--- config.mk ---
export PLATFORM = sky130hd
export DESIGN_NAME = if_stage
export DESIGN_NICKNAME = d
export VERILOG_FILES = /design/src/rtl/cpu_pkg.sv /design/src/rtl/next_pc_sel.sv /design/src/rtl/if_stage.sv
export SDC_FILE = /design/constraint.sdc
export NUM_CORES = 1
export LEC_CHECK = 0
export ABC_AREA = 1
export BUFFER_PORTS_ARGS = -buffer_cell sky130_fd_sc_hd__buf_2
export CAP_MARGIN = 10
export CELL_PAD_IN_SITES_DETAIL_PLACEMENT = 2
export CELL_PAD_IN_SITES_GLOBAL_PLACEMENT = 2
export CORE_UTILIZATION = 26
export DETAILED_ROUTE_END_ITERATION = 6
export PLACE_DENSITY_LB_ADDON = 0.1
export SYNTH_ARGS = -nofsm -noshare
export SYNTH_HDL_FRONTEND = slang
export SYNTH_HIERARCHICAL = 1
export SYNTH_SLANG_ARGS = --single-unit
--- constraint.sdc ---
create_clock -name clk -period 3.4 [get_ports clk]
set_clock_uncertainty 0.2 [all_clocks]
set_input_delay 0.17 -clock clk [delete_from_list [all_inputs] [get_ports clk]]
set_output_delay 0.17 -clock clk [all_outputs]
set_load 0.1 [all_outputs]
--- src/rtl/cpu_pkg.sv ---
// Shared definitions for the MIPS core front end: reset/exception vectors,
// the bubble encoding and the next-PC source selector.
package cpu_pkg;

    localparam logic [31:0] RESET_PC   = 32'h0000_0000;
    localparam logic [31:0] EXC_VECTOR = 32'h0000_0080;
    localparam logic [31:0] NOP_INST   = 32'h0000_0000;

    typedef enum logic [2:0] {
        PC_SEQ,
        PC_HOLD,
        PC_BR,
        PC_JR,
        PC_JMP,
        PC_EXC
    } pc_sel_e;

    function automatic logic word_misaligned(input logic [31:0] addr);
        return addr[1:0] != 2'b00;
    endfunction

endpackage

--- src/rtl/next_pc_sel.sv ---
// Combinational next-PC selection: priority encodes the redirect sources,
// checks target alignment and reports whether the fetched word is wrong-path.
module next_pc_sel
    import cpu_pkg::*;
(
    input  logic [31:0] pc_i,
    input  logic [31:0] pc_plus4_i,
    input  logic        stall_i,
    input  logic        br_taken_i,
    input  logic [31:0] br_target_i,
    input  logic        jmp_i,
    input  logic [31:0] jmp_target_i,
    input  logic        jr_i,
    input  logic [31:0] jr_target_i,
    input  logic        exc_i,
    output logic [31:0] next_pc_o,
    output logic        redirect_o,
    output logic        misalign_o
);

    pc_sel_e     sel;
    logic [31:0] raw_target;

    always_comb begin
        sel = PC_SEQ;
        if (exc_i)           sel = PC_EXC;
        else if (br_taken_i) sel = PC_BR;
        else if (jr_i)       sel = PC_JR;
        else if (jmp_i)      sel = PC_JMP;
        else if (stall_i)    sel = PC_HOLD;
    end

    always_comb begin
        raw_target = pc_plus4_i;
        case (sel)
            PC_SEQ:  raw_target = pc_plus4_i;
            PC_HOLD: raw_target = pc_i;
            PC_BR:   raw_target = br_target_i;
            PC_JR:   raw_target = jr_target_i;
            PC_JMP:  raw_target = jmp_target_i;
            PC_EXC:  raw_target = EXC_VECTOR;
            default: raw_target = pc_plus4_i;
        endcase
    end

    // Any redirect (even one that stall would otherwise block) invalidates
    // the word currently being fetched; a misaligned target traps instead.
    assign redirect_o = (sel == PC_EXC) || (sel == PC_BR) ||
                        (sel == PC_JR)  || (sel == PC_JMP);
    assign misalign_o = redirect_o && word_misaligned(raw_target);
    assign next_pc_o  = misalign_o ? EXC_VECTOR : raw_target;

endmodule

--- src/rtl/if_stage.sv ---
// Instruction-fetch stage: PC register, fetch address to the combinational
// ROM and the IF/ID pipeline register feeding decode.
module if_stage
    import cpu_pkg::*;
(
    input  logic        clk,
    input  logic        reset,
    input  logic        stall,
    input  logic        flush,
    input  logic        br_taken,
    input  logic [31:0] br_target,
    input  logic        jmp,
    input  logic [31:0] jmp_target,
    input  logic        jr,
    input  logic [31:0] jr_target,
    input  logic        exc,
    output logic [31:0] imem_addr,
    input  logic [31:0] imem_data,
    output logic [31:0] if_id_inst,
    output logic [31:0] if_id_pc_plus4,
    output logic        if_id_valid,
    output logic        fetch_misalign
);

    logic [31:0] pc_q, pc_d, pc_plus4;
    logic [31:0] inst_q, inst_d;
    logic [31:0] pc4_q, pc4_d;
    logic        valid_q, valid_d;
    logic        redirect, misalign;

    assign pc_plus4 = pc_q + 32'd4;

    next_pc_sel u_next_pc_sel (
        .pc_i         (pc_q),
        .pc_plus4_i   (pc_plus4),
        .stall_i      (stall),
        .br_taken_i   (br_taken),
        .br_target_i  (br_target),
        .jmp_i        (jmp),
        .jmp_target_i (jmp_target),
        .jr_i         (jr),
        .jr_target_i  (jr_target),
        .exc_i        (exc),
        .next_pc_o    (pc_d),
        .redirect_o   (redirect),
        .misalign_o   (misalign)
    );

    // if_id_valid qualifies the IF/ID payload: decode consumes it only when
    // high, and a held (stalled) entry is presented again unchanged.
    always_comb begin
        inst_d  = inst_q;
        pc4_d   = pc4_q;
        valid_d = valid_q;
        if (flush || redirect) begin
            inst_d  = NOP_INST;
            pc4_d   = 32'h0;
            valid_d = 1'b0;
        end else if (!stall) begin
            inst_d  = imem_data;
            pc4_d   = pc_plus4;
            valid_d = 1'b1;
        end
    end

    always_ff @(posedge clk) begin
        if (!reset) begin
            pc_q    <= RESET_PC;
            inst_q  <= NOP_INST;
            pc4_q   <= 32'h0;
            valid_q <= 1'b0;
        end else begin
            pc_q    <= pc_d;
            inst_q  <= inst_d;
            pc4_q   <= pc4_d;
            valid_q <= valid_d;
        end
    end

    assign imem_addr      = pc_q;
    assign if_id_inst     = inst_q;
    assign if_id_pc_plus4 = pc4_q;
    assign if_id_valid    = valid_q;
    assign fetch_misalign = misalign && reset;

endmodule

* After elaboration in Yosys (flattened, before gate mapping)
Index checks and enable logic that the tools add are counted.
** Storage, ports and cells
- Register bits after elaboration :: 97
- Input bits :: 136
- Logic and storage cells :: 30
** Operators by class
- Add/subtract/negate cells :: 1
- Equal/unequal tests :: 6
- Multiplexer cells :: 7
- Bitwise logic cells :: 1
- Reduce and logical (&&, ||, !) cells :: 9
** Operators by type and width (number)
- 32-bit one-hot mux with 5 select lines :: 1
- 32-bit by 3-bit adder with 32-bit output (second input constant) :: 1
- 3-bit two-way mux :: 4
- 8-bit two-way mux :: 1
- 3-bit by 2-bit == test with 1-bit output (second input constant) :: 2
- 3-bit == test (second input constant) :: 2
- 1-bit logical OR :: 4
- 2-bit OR reduction :: 2
- 3-bit by 1-bit == test with 1-bit output (second input constant) :: 1
- 1-bit logical AND :: 2
- 2-bit != test (second input constant) :: 1
- 2-bit nonzero test :: 1
- 1-bit two-way mux :: 1
- 1-bit inverter :: 1

* Logic depth before layout (Yosys ltp)
Gate-level depths: netlist of the first run.
- Depth in word-level cells :: 11
- Mapped depth :: 16

* Hierarchy
Netlist of the first run, hierarchy kept.
** Modules (own cells, without submodules)
- if_stage :: times used 1, cells an instance 625, area each 4195.3 µm², sequential area each 1941.9 µm²
- next_pc_sel :: times used 1, cells an instance 279, area each 1435.1 µm², sequential area each 0.0 µm²

* Worst setup path before layout of the first run
Ideal clock, no wire load.
- Path type :: reg2reg
- Start point :: register pc_q[3] (netlist: imem_addr[3])
- End point :: register pc_q[24] (netlist: imem_addr[24])
- Data arrival time :: 2.350 ns
- Slack :: 0.740 ns
- Stages on the path, launching flop included :: 13
- Period minus slack after synthesis :: 2.660 ns
- Path through :: dfxtp_1 -> ha_1 -> nand2_1 -> nor2_4 -> nand2_1 -> nor2_2 -> nand2_1 -> nand2_1 -> nand2_1 -> o21ai_0 -> a21oi_2 -> nand2_1 -> inv_1
** Between the ends
- Word-level cells in the longest chain between the ends :: 2
** Ends and longest elaborated chain
- start: declaration :: line if_stage.sv:25 : logic [31:0] pc_q, pc_d, pc_plus4;
- start signal: assignment :: line if_stage.sv:73 : pc_q <= pc_d;
- 32-bit by 3-bit adder with 32-bit output :: line if_stage.sv:31 : assign pc_plus4 = pc_q + 32'd4;
- net pc_plus4[24] :: line if_stage.sv:25
- 32-bit one-hot mux with 5 select lines :: line next_pc_sel.sv:35 : case (sel)
The timed path passes the listed nets, and every way through them passes these cells.
A chain may end at the register's enable or synchronous reset.

* Worst setup path in the final report of the first run
- Start point :: input port exc
- End point :: output port fetch_misalign
** Between the ends
- Word-level cells in the longest chain between the ends :: 7
- Elaborated cells on any way between the ends :: 13
- Classes of those cells :: eq/ne (5); mux (2); reduce/logical (6)
** Ends and longest elaborated chain
- start: declaration :: line if_stage.sv:16 : input logic exc,
- 3-bit two-way mux * :: line next_pc_sel.sv:26 : if (exc_i) sel = PC_EXC;
- 3-bit == test or 3-bit by 2-bit == test with 1-bit output (tied branches) :: line next_pc_sel.sv:48 : assign redirect_o = (sel == PC_EXC) || (sel == PC_BR) ||
- 1-bit logical OR (2 in a row) :: line next_pc_sel.sv:48
- 1-bit logical OR * :: line next_pc_sel.sv:49 : (sel == PC_JR) || (sel == PC_JMP);
- net redirect :: line if_stage.sv:29 : logic redirect, misalign;
- 1-bit logical AND * :: line next_pc_sel.sv:50 : assign misalign_o = redirect_o && word_misaligned(raw_target);
- net misalign :: line if_stage.sv:29
- 1-bit logical AND * :: line if_stage.sv:84 : assign fetch_misalign = misalign && reset;
- end: declaration :: line if_stage.sv:22 : output logic fetch_misalign
The timed path passes the listed nets; every way through them passes the cells marked *.

==> results.yml, run 1 <==
logic_synthesis:
  synth-simple-area-share_pct: 37.60
  yosysUniqueCellTypes: 33
  synth-adder-area-share_pct: 0.2222
  syn-cell-area_sq_um: 5630
  synth_top_family_by_area: "simple AND/OR/NAND/NOR gates"
  synthesis.instances: 904
  synthMuxAreaShare_pct: 0
  synth_compound_area_share_pct: 15.27
  yosysWarnings: 6
  synth_xor_area_share_pct: 1.244
  syn_nets: 1041
  ys_seq_area_share_pct: 34.49
  avgSynthCellArea_sq_um: 6.228
  ys_seq_elements: 97
floorplan:
  die_w_um: 149.2
  start_util_pct: 26.62
  die_h_um: 149.2
  rows: 53
  boundaryPins: 234
  core_sq_um: 21150
  fp.dieArea_sq_um: 22250
pwr:
  powerDensity_nw_per_um2: 382.3
  power.leakage_nw: 3.964
  ir_drop_uv: 217.8
route:
  route.detailed.drc: 0
  drt-initial-drc-count: 192
  wl_per_cell_um: 17.27
  first_pass_iters: 4
  wl_mm: 24.59
  detail-route-antenna-nets: 0
  vias: 6696
  vias_per_cell: 4.702
setup_path:
  r2r-start: "imem_addr[5]$_SDFF_PN0_"
  worstSetupPathType: "input port to primary output"
  worst_path_max_delay_cell: "clkinv_2"
  path_common_cell: "nand2_2"
  worstSetupStartpointType: "input port"
  cp_cell_sequence: "buf_2 -> nor2_2 -> nand2_4 -> clkinv_2 -> nand2_2 -> or2_1 -> nand2_1 -> nand2_2 -> nand2_2 -> inv_1 -> nand2_1 -> inv_1 -> buf_12"
  cp-end-kind: "primary output"
  r2r_slack_ns: 1.25
  path_max_fanout: 33
  slowest_delay_ns: 0.38
  r2r-end: "imem_addr[27]$_SDFF_PN0_"
  cp.required_ns: 3.03
  critPathArrivalTime_ns: 2.16
  r2r_cells: 11
cts:
  path_clk_slew_ns: 0.07
  postCtsSetupRepairBufs: 0
  htree_levels: 3
  cts_root_buffer: "clkbuf_16"
  clk_path_buf_depth: 2
  cts_inserted_buffers: 9
  clkSinkCount: 97
  ctsResizeCount: 0
  insertion_delay_ns: 0.35
  cts_tree: "built"
finish:
  regArea_sq_um: 1942
  area_growth_pct: 35.71
  drive_above_1_share_pct: 28.14
  nets: 1280
  final_cell_area_sq_um: 7641
  fillerInstances: 2661
  multiInputGateArea_sq_um: 3070
outcome:
  status: "finished clean"
timing:
  finalHoldViolations: 0
  finalSetupViolCount: 0
  slew-limit-headroom_pct: 57.25
  fin_crit_ns: 2.528
  setup_tns_ns: 0
  worst_pin_slew_ns: 0.6405
  rsz0062_at_grt: "no"
  max_freq_mhz: 395.6
  fin_crit_sh_pct: 74.35
  drv_slew: 0
worst_hold_path:
  hold_class: "input port to register"
  min_to: "imem_addr[7]$_SDFF_PN0_"
  hp-start: "jr_target[7]"
  worstHoldPathCells: 7
grt:
  grtUsageMet1_pct: 28.22
  top_usage_layer: "met2"
  grt_pass1_vias: 7075
  grtUsageTotal_pct: 22.10
  grt_pass1_wl_mm: 38.02
  grt_max_degree: 53
  grt_overflow_total: 0
  gr-usage-met3_pct: 3.578
  antenna_found_initial: 3
  met2_usage_pct: 38.47
job:
  maxCapViolations: 0
placed_design:
  place_congestion: 0.7612
  place_area_sq_um: 7027
  place_hpwl_mm: 17.87
  portBuffers: 233
==> what timing repair did <==
action                                  4_1_cts  5_1_grt
hold buffers                                 32        0
endpoints found under the setup margin        0        0
endpoints found under the hold margin        32        0
==> worst max-delay path, delay by kind of cell <==
kind	cells	cell delay, ns
buf+inv	5	0.91
simple gates	8	1.06
==> cell families after synthesis <==
| family | Yosys count |
|---|---|
| AOI/OAI and AO/OA | 150 |
| xor gates and xnor gates | 8 |
| adders and majority gates | 1 |
| buffers and inverters | 152 |
| DFF | 97 |
| and+or+nand+nor | 496 |
==> sequential cells by signal (all words and copies together) (netlist names) <==
name	flops
if_id_inst	32
imem_addr	32
if_id_valid	1
if_id_pc_plus4	32
==> layout by cell type (no fill, tap or decap), drive strengths merged <==
| master | instances |
|---|---|
| o21ai | 83 |
| dfxtp | 97 |
| inv | 101 |
| xor2 | 2 |
| buf | 248 |
| xnor2 | 6 |
| nand4 | 32 |
| or2 | 3 |
| nand3 | 30 |
| clkinvlp | 1 |
| a21oi | 67 |
| ha | 1 |
| clkinv | 5 |
| nor2 | 103 |
| clkbuf | 9 |
| diode | 1 |
| dlygate4sd3 | 32 |
| nand2 | 324 |
| nand3b | 1 |
| and2 | 1 |
| nor3 | 2 |
==> metal layers <==
layer | up-vias | routed length, um | share of wire, %
met5 | - | 27 | 0.11
met4 | 4 | 433 | 1.8
met3 | 31 | 891 | 3.6
met2 | 142 | 11980 | 49
met1 | 3211 | 11250 | 46
li1 | 3308 | - | -
==> synthesized netlist by cell type (all sizes together) <==
cell type / n / area [sq um]
nand2: 324 / 1254
nor2: 103 / 460.4
inv: 98 / 367.9
dfxtp: 97 / 1942
o21ai: 83 / 415.4
a21oi: 67 / 444.2
nand4: 32 / 200.2
nand3: 30 / 155.1
clkbuf: 29 / 108.9
buf: 23 / 143.9
xnor2: 6 / 52.55
or2: 3 / 18.77
clkinv: 2 / 8.750
nor3: 2 / 15.01
xor2: 2 / 17.52
and2: 1 / 6.260
ha: 1 / 12.51
nand3b: 1 / 7.510
==> per-stage QoR <==
stage	cells	util [%]	setup slack [ns]	total power (W)	hold slack, ns
2_1_floorplan	904	-	0.7405	0.001673	0.1139
3_3_place_gp	1375	33.22	0.8962	0.001880	0.2219
3_5_place_dp	1375	33.22	0.7812	0.001889	0.2280
4_1_cts	1423	36.11	0.8534	0.002971	0.05095
5_1_grt	1424	36.12	0.6588	0.003059	0.1384
6_report	1424	36.12	0.8722	0.002921	0.06430
==> worst max-delay path by stage <==
stage	start	end	slack (ns)	cells past startpoint
global placement	exc	imem_addr[25]$_SDFF_PN0_	0.90	12
CTS	exc	fetch_misalign	0.85	13
floorplan	imem_addr[3]$_SDFF_PN0_	imem_addr[24]$_SDFF_PN0_	0.74	12
detailed placement	exc	imem_addr[14]$_SDFF_PN0_	0.78	12
global route	exc	fetch_misalign	0.66	13
finish	exc	fetch_misalign	0.87	13
==> final cells by class <==
class / instances / share of cell area [%]
well taps: 275 / 4.503
flip-flops and latches: 97 / 25.41
diodes: 1 / 0.03275
multi-input cells: 655 / 40.18
clock buffers: 9 / 2.947
clock inverters: 7 / 0.8679
repair buffers: 280 / 21.12
inverters: 100 / 4.929
==> report_power, final <==
| group | switching (W) | internal, W |
|---|---|---|
| registers | 0.0000450 | 0.00116 |
| clock network | 0.000520 | 0.000513 |
| logic | 0.000481 | 0.000200 |
| total | 0.00105 | 0.00188 |
No activity file was read; power rests on OpenSTA's default activity.
==> run 2: changes to the inputs <==
ABC_AREA = 0   (was 1)
clock period = 2.4 ns   (was 3.4 ns; I/O delays follow)
==> run 2 against run 1 <==
  * Sequential share of layout area rose by 1.8 points
  * Flip-flop and latch count unchanged
  * Register-to-register slack worse by 1.2 ns
  * Synthesized area shrank 9.8%
  * Total power rose by 33%
  * Critical path type is now register to register
  * Largest cell class unchanged
==> results.yml, run 2 <==
outcome:
  status: "finished clean"
route:
  route.detailed.drc: 0
  routed.top_layer: "met4"
  wl_mm: 21.37
  wl_per_cell_um: 19.63
  drt-initial-drc-count: 234
  met1Wirelength_mm: 9.125
  route.met3.wl_mm: 1.282
  vias_per_cell: 4.904
  route.met2.wl_mm: 10.57
  vias: 5341
  detail-route-antenna-nets: 0
  first_pass_iters: 7
timing:
  fin_crit_ns: 2.329
  drv_slew: 0
  max_freq_mhz: 429.4
  finalSetupViolCount: 0
  fin_crit_sh_pct: 97.03
  slew-limit-headroom_pct: 60.59
  finalHoldViolations: 0
  worst_pin_slew_ns: 0.5911
  fin_ws_ns: 0.07133
grt:
  grt_overflow_total: 0
  grt_pass1_wl_mm: 32.57
  grtUsageTotal_pct: 21.18
  grt_max_degree: 79
  grt_pass1_vias: 5769
  antenna_found_initial: 2
cts:
  clk_path_buf_depth: 2
  htree_levels: 3
  path_clk_slew_ns: 0.07
  insertion_delay_ns: 0.35
  clkSinkCount: 97
  cts_inserted_buffers: 9
  cts_tree: "built"
  cts_root_buffer: "clkbuf_16"
finish:
  area_growth_pct: 44.02
  multiInputGateArea_sq_um: 2869
  layout_commonest_cell: "buf_2"
  fillerInstances: 2173
  regArea_sq_um: 1987
  drive_above_1_share_pct: 42.68
  layout_common_cells: "buf_2 (231), nor2_1 (74), dfxtp_1 (71)"
  nets: 959
logic_synthesis:
  avgSynthCellArea_sq_um: 9.048
  yosysUniqueCellTypes: 40
  ys_seq_area_share_pct: 38.25
  synthFlopType: "dfxtp_1"
  yosysMostFrequentCell: "dfxtp_1"
  synthTopCellsByCount: "dfxtp_1 (97), nor2_1 (75), mux2i_1 (43)"
  syn_nets: 698
  synthTopCellsByArea: "dfxtp_1 (38%), mux2i_1 (8.5%), a211oi_2 (6.9%)"
  synth_edf_count: 0
  syn-cell-area_sq_um: 5076
  yosysWarnings: 6
  synthesis.instances: 561
  synth_largest_area_cell: "dfxtp_1"
  async_flop_share_pct: 0
  yosysTopAreaCellShare_pct: 38.25
  synth-adder-area-share_pct: 0.2465
  synthMuxAreaShare_pct: 8.479
  synth-simple-area-share_pct: 20.34
  synth_xor_area_share_pct: 4.831
  synth_top_family_by_area: "compound AO/OA/AOI/OAI gates"
  ys_seq_elements: 97
  synth_compound_area_share_pct: 21.81
placed_design:
  place_ws_ns: 0.06359
  place_hpwl_mm: 15.48
  portBuffers: 233
  place_congestion: 0.7502
pwr:
  clkPwrFrac_pct: 37.3
  swShare_pct: 30.96
  pwr-share-seq_pct: 43.2
  comb_power_share_pct: 19.5
  ir_drop_uv: 316.0
  powerDensity_nw_per_um2: 532.8
  power.leakage_nw: 3.351
  p_int_w: 0.002689
  finalPower_w: 0.003895
  p_switching_w: 0.001206
floorplan:
  core_sq_um: 18890
  fp.dieArea_sq_um: 20090
  rows: 50
  die_h_um: 141.7
  start_util_pct: 26.87
  boundaryPins: 234
  die_w_um: 141.7
setup_path:
  worstSetupPathType: "register to register"
  cp_cell_sequence: "ha_4 -> nand4_1 -> nor4_4 -> buf_4 -> nand4_1 -> xnor2_2 -> nor2_2 -> a211oi_2 -> and2_1"
  slowest_delay_ns: 0.40
  worst_path_max_delay_cell: "dfxtp_4"
  cp-end-kind: "register"
  path_max_fanout: 7
  r2r_slack_ns: 0.07
  cp.required_ns: 2.49
  worstSetupStartpointType: "register"
  path_common_cell: "nand4_1"
  critPathArrivalTime_ns: 2.41
job:
  maxCapViolations: 0
worst_hold_path:
  hold_class: "input port to register"
[run 2: final timing paths]
check        depth (start not counted)                startpoint                        to
max                                  9   imem_addr[2]$_SDFF_PN0_  imem_addr[24]$_SDFF_PN0_
min                                  4             jmp_target[1]   imem_addr[1]$_SDFF_PN0_
max reg2reg                          9   imem_addr[2]$_SDFF_PN0_  imem_addr[24]$_SDFF_PN0_
min reg2reg                          2  if_id_valid$_SDFFE_PP0N_  if_id_valid$_SDFFE_PP0N_
[run 2: critical path: cells and delay by family (launching register included)]
family / cells / cell delay [ns]
simple gates: 5 / 0.87
flops: 1 / 0.40
xor+xnor: 1 / 0.25
compound gates: 1 / 0.22
buf+inv: 1 / 0.18
fa+ha+maj: 1 / 0.16
[run 2: per-layer routing]
layer	global-route usage, %	vias to the layer above
met3	4.792	21
met4	6.848	0
met2	37.80	157
met5	0	-
li1	-	2544
met1	24.97	2619
[run 2: metrics by stage]
stage               cell area [sq um]  cells  hold WS (ns)  setup TNS (ns)  utilization, %
finish                           7311   1089      0.002301               0           38.70
global route                     7308   1088       0.03149        -0.09316           38.68
CTS                              7233   1081      0.005168               0           38.28
detailed placement               6603   1031        0.1619               0           34.95
global placement                 6603   1031        0.1498               0           34.95
floorplan                        5121    561       0.04164               0               -
[run 2: cells by family after synthesis]
kind of cell	count (synthesis)
AO/OA/AOI/OAI	135
flip-flops	97
buffers and inverters	66
XOR/XNOR	28
adder cells (fa/ha/maj)	1
AND/OR/NAND/NOR	191
multiplexers	43
[run 2: power by group through the flow]
stage                     Sequential [W]  Clock [W]  Combinational (W)
after CTS                        0.00168    0.00150           0.000764
after floorplan                  0.00191          0           0.000271
after global routing             0.00169    0.00157           0.000806
final                            0.00168    0.00145           0.000761
after global placement           0.00172          0           0.000701
after detailed placement         0.00172          0           0.000718
[run 2: layout make-up]
class / instances / area share [%]
Antenna cell: 2 / 0.06846
Inverter: 22 / 1.130
Clock inverter: 5 / 0.4963
Clock buffer: 11 / 3.474
Sequential cell: 97 / 27.18
Tap cell: 260 / 4.450
Multi-Input combinational cell: 398 / 39.24
Timing Repair Buffer: 294 / 23.96
[run 2: repair_timing]
action	in CTS	in global routing
hold buffers	34	0
setup endpoints to repair	0	7
hold endpoints to repair	36	0
setup buffers	0	6
resized for setup	0	4
